## src/rtl/mul_seq.sv

```systemverilog
// mul_seq: multi-cycle 32x32 -> 32 unsigned multiplier built on the shared
// execute-stage ALU. It computes the low word of a*b by shift-and-add,
// walking the 32 bits of the multiplier one per TEST step. For every set bit
// it spends one SHIFT cycle (ra << i) and one ADD cycle (acc + shifted ra).
// No local adder or shifter exists; all arithmetic goes through the ALU.
//
// Ports:
//   clk        rising-edge clock
//   reset      synchronous, active-high; aborts any run and clears result
//   start      request, accepted only while idle
//   a, b       multiplicand / multiplier, captured on an accepted start
//   busy       high from the cycle after an accepted start through DONE
//   done       one-cycle pulse marking completion
//   result     product mod 2^32, held until the next completion or reset
//   alu_en     sequencer owns the ALU this cycle
//   alu_op     ALU opcode (0111 bit-test, 0100 shift-left, 0010 add)
//   alu_left   ALU left operand
//   alu_right  ALU right operand
//   alu_out    ALU result, combinational from op/left/right
module mul_seq (
    input  logic        clk,
    input  logic        reset,
    input  logic        start,
    input  logic [31:0] a,
    input  logic [31:0] b,
    output logic        busy,
    output logic        done,
    output logic [31:0] result,
    output logic        alu_en,
    output logic [3:0]  alu_op,
    output logic [31:0] alu_left,
    output logic [31:0] alu_right,
    input  logic [31:0] alu_out
);

    localparam logic [3:0] OP_BTST = 4'b0111;
    localparam logic [3:0] OP_SHL  = 4'b0100;
    localparam logic [3:0] OP_ADD  = 4'b0010;
    localparam logic [4:0] I_LAST  = 5'd31;

    typedef enum logic [2:0] {
        ST_IDLE  = 3'd0,
        ST_TEST  = 3'd1,
        ST_SHIFT = 3'd2,
        ST_ADD   = 3'd3,
        ST_DONE  = 3'd4
    } state_t;

    state_t      state_r;
    state_t      state_nxt_s;
    logic [31:0] ra_r;
    logic [31:0] rb_r;
    logic [31:0] acc_r;
    logic [31:0] tmp_r;
    logic [4:0]  i_r;
    logic        busy_r;
    logic        done_r;
    logic        alu_en_r;
    logic [31:0] result_r;
    logic [3:0]  alu_op_s;
    logic [31:0] alu_left_s;
    logic [31:0] alu_right_s;

    // Next-state decode and ALU operand drive. Operands depend only on state
    // and local registers, never on alu_out, so there is no loop through the ALU.
    always_comb begin
        state_nxt_s = state_r;
        alu_op_s    = 4'd0;
        alu_left_s  = 32'd0;
        alu_right_s = 32'd0;
        case (state_r)
            ST_IDLE: begin
                if (start) begin
                    state_nxt_s = ST_TEST;
                end else begin
                    state_nxt_s = ST_IDLE;
                end
            end
            ST_TEST: begin
                alu_op_s    = OP_BTST;
                alu_left_s  = rb_r;
                alu_right_s = {27'd0, i_r};
                if (alu_out[0]) begin
                    state_nxt_s = ST_SHIFT;
                end else if (i_r == I_LAST) begin
                    state_nxt_s = ST_DONE;
                end else begin
                    state_nxt_s = ST_TEST;
                end
            end
            ST_SHIFT: begin
                alu_op_s    = OP_SHL;
                alu_left_s  = ra_r;
                alu_right_s = {27'd0, i_r};
                state_nxt_s = ST_ADD;
            end
            ST_ADD: begin
                alu_op_s    = OP_ADD;
                alu_left_s  = acc_r;
                alu_right_s = tmp_r;
                if (i_r == I_LAST) begin
                    state_nxt_s = ST_DONE;
                end else begin
                    state_nxt_s = ST_TEST;
                end
            end
            ST_DONE: begin
                state_nxt_s = ST_IDLE;
            end
            default: begin
                state_nxt_s = ST_IDLE;
            end
        endcase
    end

    // State register plus registered status outputs decoded from the next state,
    // so busy/done/alu_en line up exactly with the state they describe.
    always_ff @(posedge clk) begin
        if (reset) begin
            state_r  <= ST_IDLE;
            busy_r   <= 1'b0;
            done_r   <= 1'b0;
            alu_en_r <= 1'b0;
        end else begin
            state_r  <= state_nxt_s;
            busy_r   <= (state_nxt_s != ST_IDLE);
            done_r   <= (state_nxt_s == ST_DONE);
            alu_en_r <= (state_nxt_s == ST_TEST) || (state_nxt_s == ST_SHIFT) ||
                        (state_nxt_s == ST_ADD);
        end
    end

    // Datapath registers: operand capture, bit index, partial product, result.
    // The index never wraps; bit 31 always leads to DONE instead of increment.
    always_ff @(posedge clk) begin
        if (reset) begin
            ra_r     <= 32'd0;
            rb_r     <= 32'd0;
            acc_r    <= 32'd0;
            tmp_r    <= 32'd0;
            i_r      <= 5'd0;
            result_r <= 32'd0;
        end else begin
            case (state_r)
                ST_IDLE: begin
                    if (start) begin
                        ra_r  <= a;
                        rb_r  <= b;
                        acc_r <= 32'd0;
                        i_r   <= 5'd0;
                    end
                end
                ST_TEST: begin
                    if (!alu_out[0] && (i_r != I_LAST)) begin
                        i_r <= i_r + 5'd1;
                    end
                end
                ST_SHIFT: begin
                    tmp_r <= alu_out;
                end
                ST_ADD: begin
                    acc_r <= alu_out;
                    if (i_r != I_LAST) begin
                        i_r <= i_r + 5'd1;
                    end
                end
                ST_DONE: begin
                    result_r <= acc_r;
                end
                default: begin
                    i_r <= 5'd0;
                end
            endcase
        end
    end

    assign busy      = busy_r;
    assign done      = done_r;
    assign result    = result_r;
    assign alu_en    = alu_en_r;
    assign alu_op    = alu_op_s;
    assign alu_left  = alu_left_s;
    assign alu_right = alu_right_s;

endmodule

```

## config.mk

```make
export PLATFORM = sky130hd
export DESIGN_NAME = mul_seq
export DESIGN_NICKNAME = d
export VERILOG_FILES = /design/src/rtl/mul_seq.sv
export SDC_FILE = /design/constraint.sdc
export NUM_CORES = 1
export LEC_CHECK = 0
export BUFFER_PORTS_ARGS = -buffer_cell sky130_fd_sc_hd__buf_2
export CAP_MARGIN = 20
export CORE_MARGIN = 4
export CORE_UTILIZATION = 47
export CTS_BUF_LIST = sky130_fd_sc_hd__clkbuf_4
export DETAILED_ROUTE_END_ITERATION = 12
export PLACE_DENSITY_LB_ADDON = 0.12
export SLEW_MARGIN = 5
export SYNTH_ARGS = -nofsm -noshare
export SYNTH_HDL_FRONTEND = slang
export SYNTH_SLANG_ARGS = --single-unit
export TNS_END_PERCENT = 20
```

## constraint.sdc

```tcl
create_clock -name clk -period 3 [get_ports clk]
set_input_delay 0.3 -clock clk [delete_from_list [all_inputs] [get_ports clk]]
set_output_delay 0.3 -clock clk [all_outputs]
set_load 0.05 [all_outputs]
```

==> results.yml <==
run_status:
  status: "finished clean"
placement:
  placed_cell_area_um2: 8093
  gp_congestion: 0.8091
  hpwlAfterDp_mm: 13.56
  port-buffer-count: 200
synth:
  synth_top_family_by_area: "simple AND/OR/NAND/NOR gates"
  synthMuxAreaShare_pct: 4.513
  seq_area_frac_synth_pct: 48.24
  synth-xor-area-share_pct: 0.1234
  syn_avg_cell_area_um2: 7.765
  synth_cell_types: 36
  synth-seq-cells: 171
  synthCells: 914
  yosysWarnings: 0
  synth-compound-area-share_pct: 17.17
  synth_fa_ha_area_share_pct: 0.3526
  async_flop_share_pct: 0
  yosys.area_share.simple_pct: 23.61
  synth_edf_count: 0
  synthFlopType: "dfxtp_1"
  synthesis.nets: 1015
  netlist_area_um2: 7097
setup_path:
  critPathCaptureType: "output port"
  r2r-end: "acc_r[22]"
  rr_startpoint: "state_r[1]"
  r2r_cells: 5
  crit_fanout: 40
  r2r_slack_ps: 910
  crit_required_ps: 2700
  path_class: "reg -> out"
  start_kind: "flop"
  cp.arrival_ps: 2470
clock_network:
  htree_levels: 4
  cts_resized: 0
  clkTransAtPathRegs_ps: 130
  worstSkewPairLatency_ps: 590
  cts_buffers: 17
  post-cts-setup-buffers: 0
  clkSinkCount: 171
  cts_root_buf: "clkbuf_4"
  cts_buffer_depth: 2
  cts_tree: "yes"
power_and_ir_drop:
  ir_drop_mv: 0.2110
  netSwitchingFraction_pct: 28.77
  comb_power_share_pct: 15.7
  seqPwrFrac_pct: 55.8
  internal_power_mw: 3.079
  total_power_mw: 4.323
  cellPowerDensity_nw_per_um2: 464.7
  p_sw_mw: 1.244
  p_clk_share_pct: 28.5
  power_leakage_nw: 3.914
worst_hold_path:
  hp-class: "in -> reg"
  hold_path_depth: 3
  min_to: "busy"
  holdCritStartpoint: "start"
timing:
  skew_ps: 20.73
  setup_tns_ps: 0
  relSlewSlack_pct: 47.90
  finalCriticalPeriod_ps: 2772
  grt_setup_unrepaired: "false"
  fin_crit_sh_pct: 92.39
  finalSetupViolCount: 0
  fmax_ghz: 0.3608
  final_hold_viol_count: 0
  worst_pin_slew_ps: 781.5
  finalMaxSlewViolations: 0
  fin_hold_ws_ps: 117.0
global_route:
  grt_pass1_wl_mm: 32.93
  antenna_found_initial: 1
  grt-ovfl-total: 0
  grt_util_all_layers_pct: 24.48
  grt_pass1_vias: 6536
  grt_start_max_net_pins: 72
die:
  fp-row-count: 44
  die_x_um: 130.9
  core_area_um2: 14640
  die_h_um: 130.9
  dieArea_um2: 17130
  top_level_ports: 202
  start_util_pct: 48.46
final_layout:
  mostFrequentLayoutCell: "nand2_1"
  final_layout_size_suffix_gt1_share_pct: 21.89
  most-common-layout-cells: "nand2_1, buf_2, dfxtp_1"
  area_growth_pct: 31.06
  finalNetCount: 1272
  fillers: 1302
  fin_area_um2: 9301
routing:
  drt_drc_violations_left: 0
  totalWireLength_mm: 21.38
  ant_nets: 0
  wire_per_inst_um: 15.63
  drt_iter0_markers: 602
  first_pass_iters: 5
  vias: 7043
  vias_per_cell: 5.148
flow_run:
  drv_cap: 0
==> cell usage after synthesis, types with 2 or more instances <==
cell type,number,area (µm²)
nor2_1,100,375.4
nand2_1,259,972.2
o21ai_0,2,10.01
clkbuf_1,37,138.9
o211ai_1,2,15.01
buf_6,8,90.09
buf_2,16,80.08
inv_1,4,15.01
o21ai_2,2,17.52
buf_1,5,18.77
nor2b_1,4,25.02
o32ai_1,2,17.52
a21oi_1,166,830.8
a22o_1,5,43.79
buf_4,10,75.07
and2_1,29,181.4
mux2i_1,32,320.3
dfxtp_1,171,3423
nand4_1,2,12.51
nand2b_1,3,18.77
ha_1,2,25.02
a22oi_1,31,232.7
nor3_1,5,25.02
nand3_1,3,15.01
o21a_1,3,22.52
==> area by class of cell <==
cell class / instances / area [µm²] / area share (%)
Clock buffer: 23 / 172.7 / 1.856
Tap cell: 184 / 230.2 / 2.475
Antenna cell: 1 / 2.502 / 0.02690
Inverter: 5 / 18.77 / 0.2018
Sequential cell: 171 / 3426 / 36.83
Timing Repair Buffer: 314 / 2112 / 22.71
Clock inverter: 8 / 72.57 / 0.7802
Multi-Input combinational cell: 662 / 3267 / 35.12
==> state kept, by name (all words and copies together), names as in the netlist <==
signal,count
busy,1
i_r,5
ra_r,32
result,32
rb_r,32
done,1
alu_en,1
tmp_r,32
acc_r,32
state_r,3
==> power by group through the flow <==
stage	Combinational, mW	Sequential [mW]	Clock [mW]
floorplan	0.427	2.45	0
global placement	0.573	2.46	0
detailed placement	0.575	2.46	0
CTS	0.672	2.41	1.25
global route	0.742	2.42	1.32
finish	0.679	2.41	1.23
==> kinds of logic (layout without fill, tap and decap cells) <==
logic type / count (synthesis) / in the layout
simple gates: 410 / 410
compound gates: 216 / 216
flops: 171 / 171
buf+inv: 81 / 350
mux: 32 / 32
fa+ha+maj: 2 / 2
other cells: 1 / 2
xor+xnor: 1 / 1
==> critical path, stage by stage (launching register included) <==
cell and delay [ps]:
dfxtp_2 640, and3b_2 740, and2_1 240, buf_2 270
==> stage by stage <==
step / setup slack (ps) / util, % / instances
finish: 228.3 / 63.52 / 1368
detailed placement: 842.1 / 55.26 / 1240
floorplan: 616.0 / - / 914
global route: 61.51 / 63.52 / 1368
CTS: 212.0 / 63.50 / 1367
global placement: 833.6 / 55.26 / 1240
==> repair_timing <==
action	CTS	global route
hold endpoints to repair	128	0
setup endpoints to repair	0	0
hold buffers	96	0
==> how the worst max path moves through the flow <==
| stage | startpoint | endpoint | cells past startpoint |
|---|---|---|---|
| CTS | state_r[1] | alu_right[28] | 3 |
| global route | state_r[1] | alu_right[10] | 3 |
| finish | state_r[1] | alu_right[24] | 3 |
| detailed placement | state_r[1] | alu_right[0] | 3 |
| floorplan | state_r[1] | alu_right[0] | 5 |
| global placement | state_r[1] | alu_right[28] | 3 |
==> per-layer routing <==
layer  part of all wire [%]  up-vias  routed length, µm  track usage [%]
li1                       -     3524                  -                -
met1                     49     3258              10460            35.97
met2                     44      239               9362            36.54
met3                    5.9       22               1259            4.919
met4                    1.4        0                293            6.957
met5                      0        -                  0                0
Note: power is estimated with default switching activity, not from simulation.
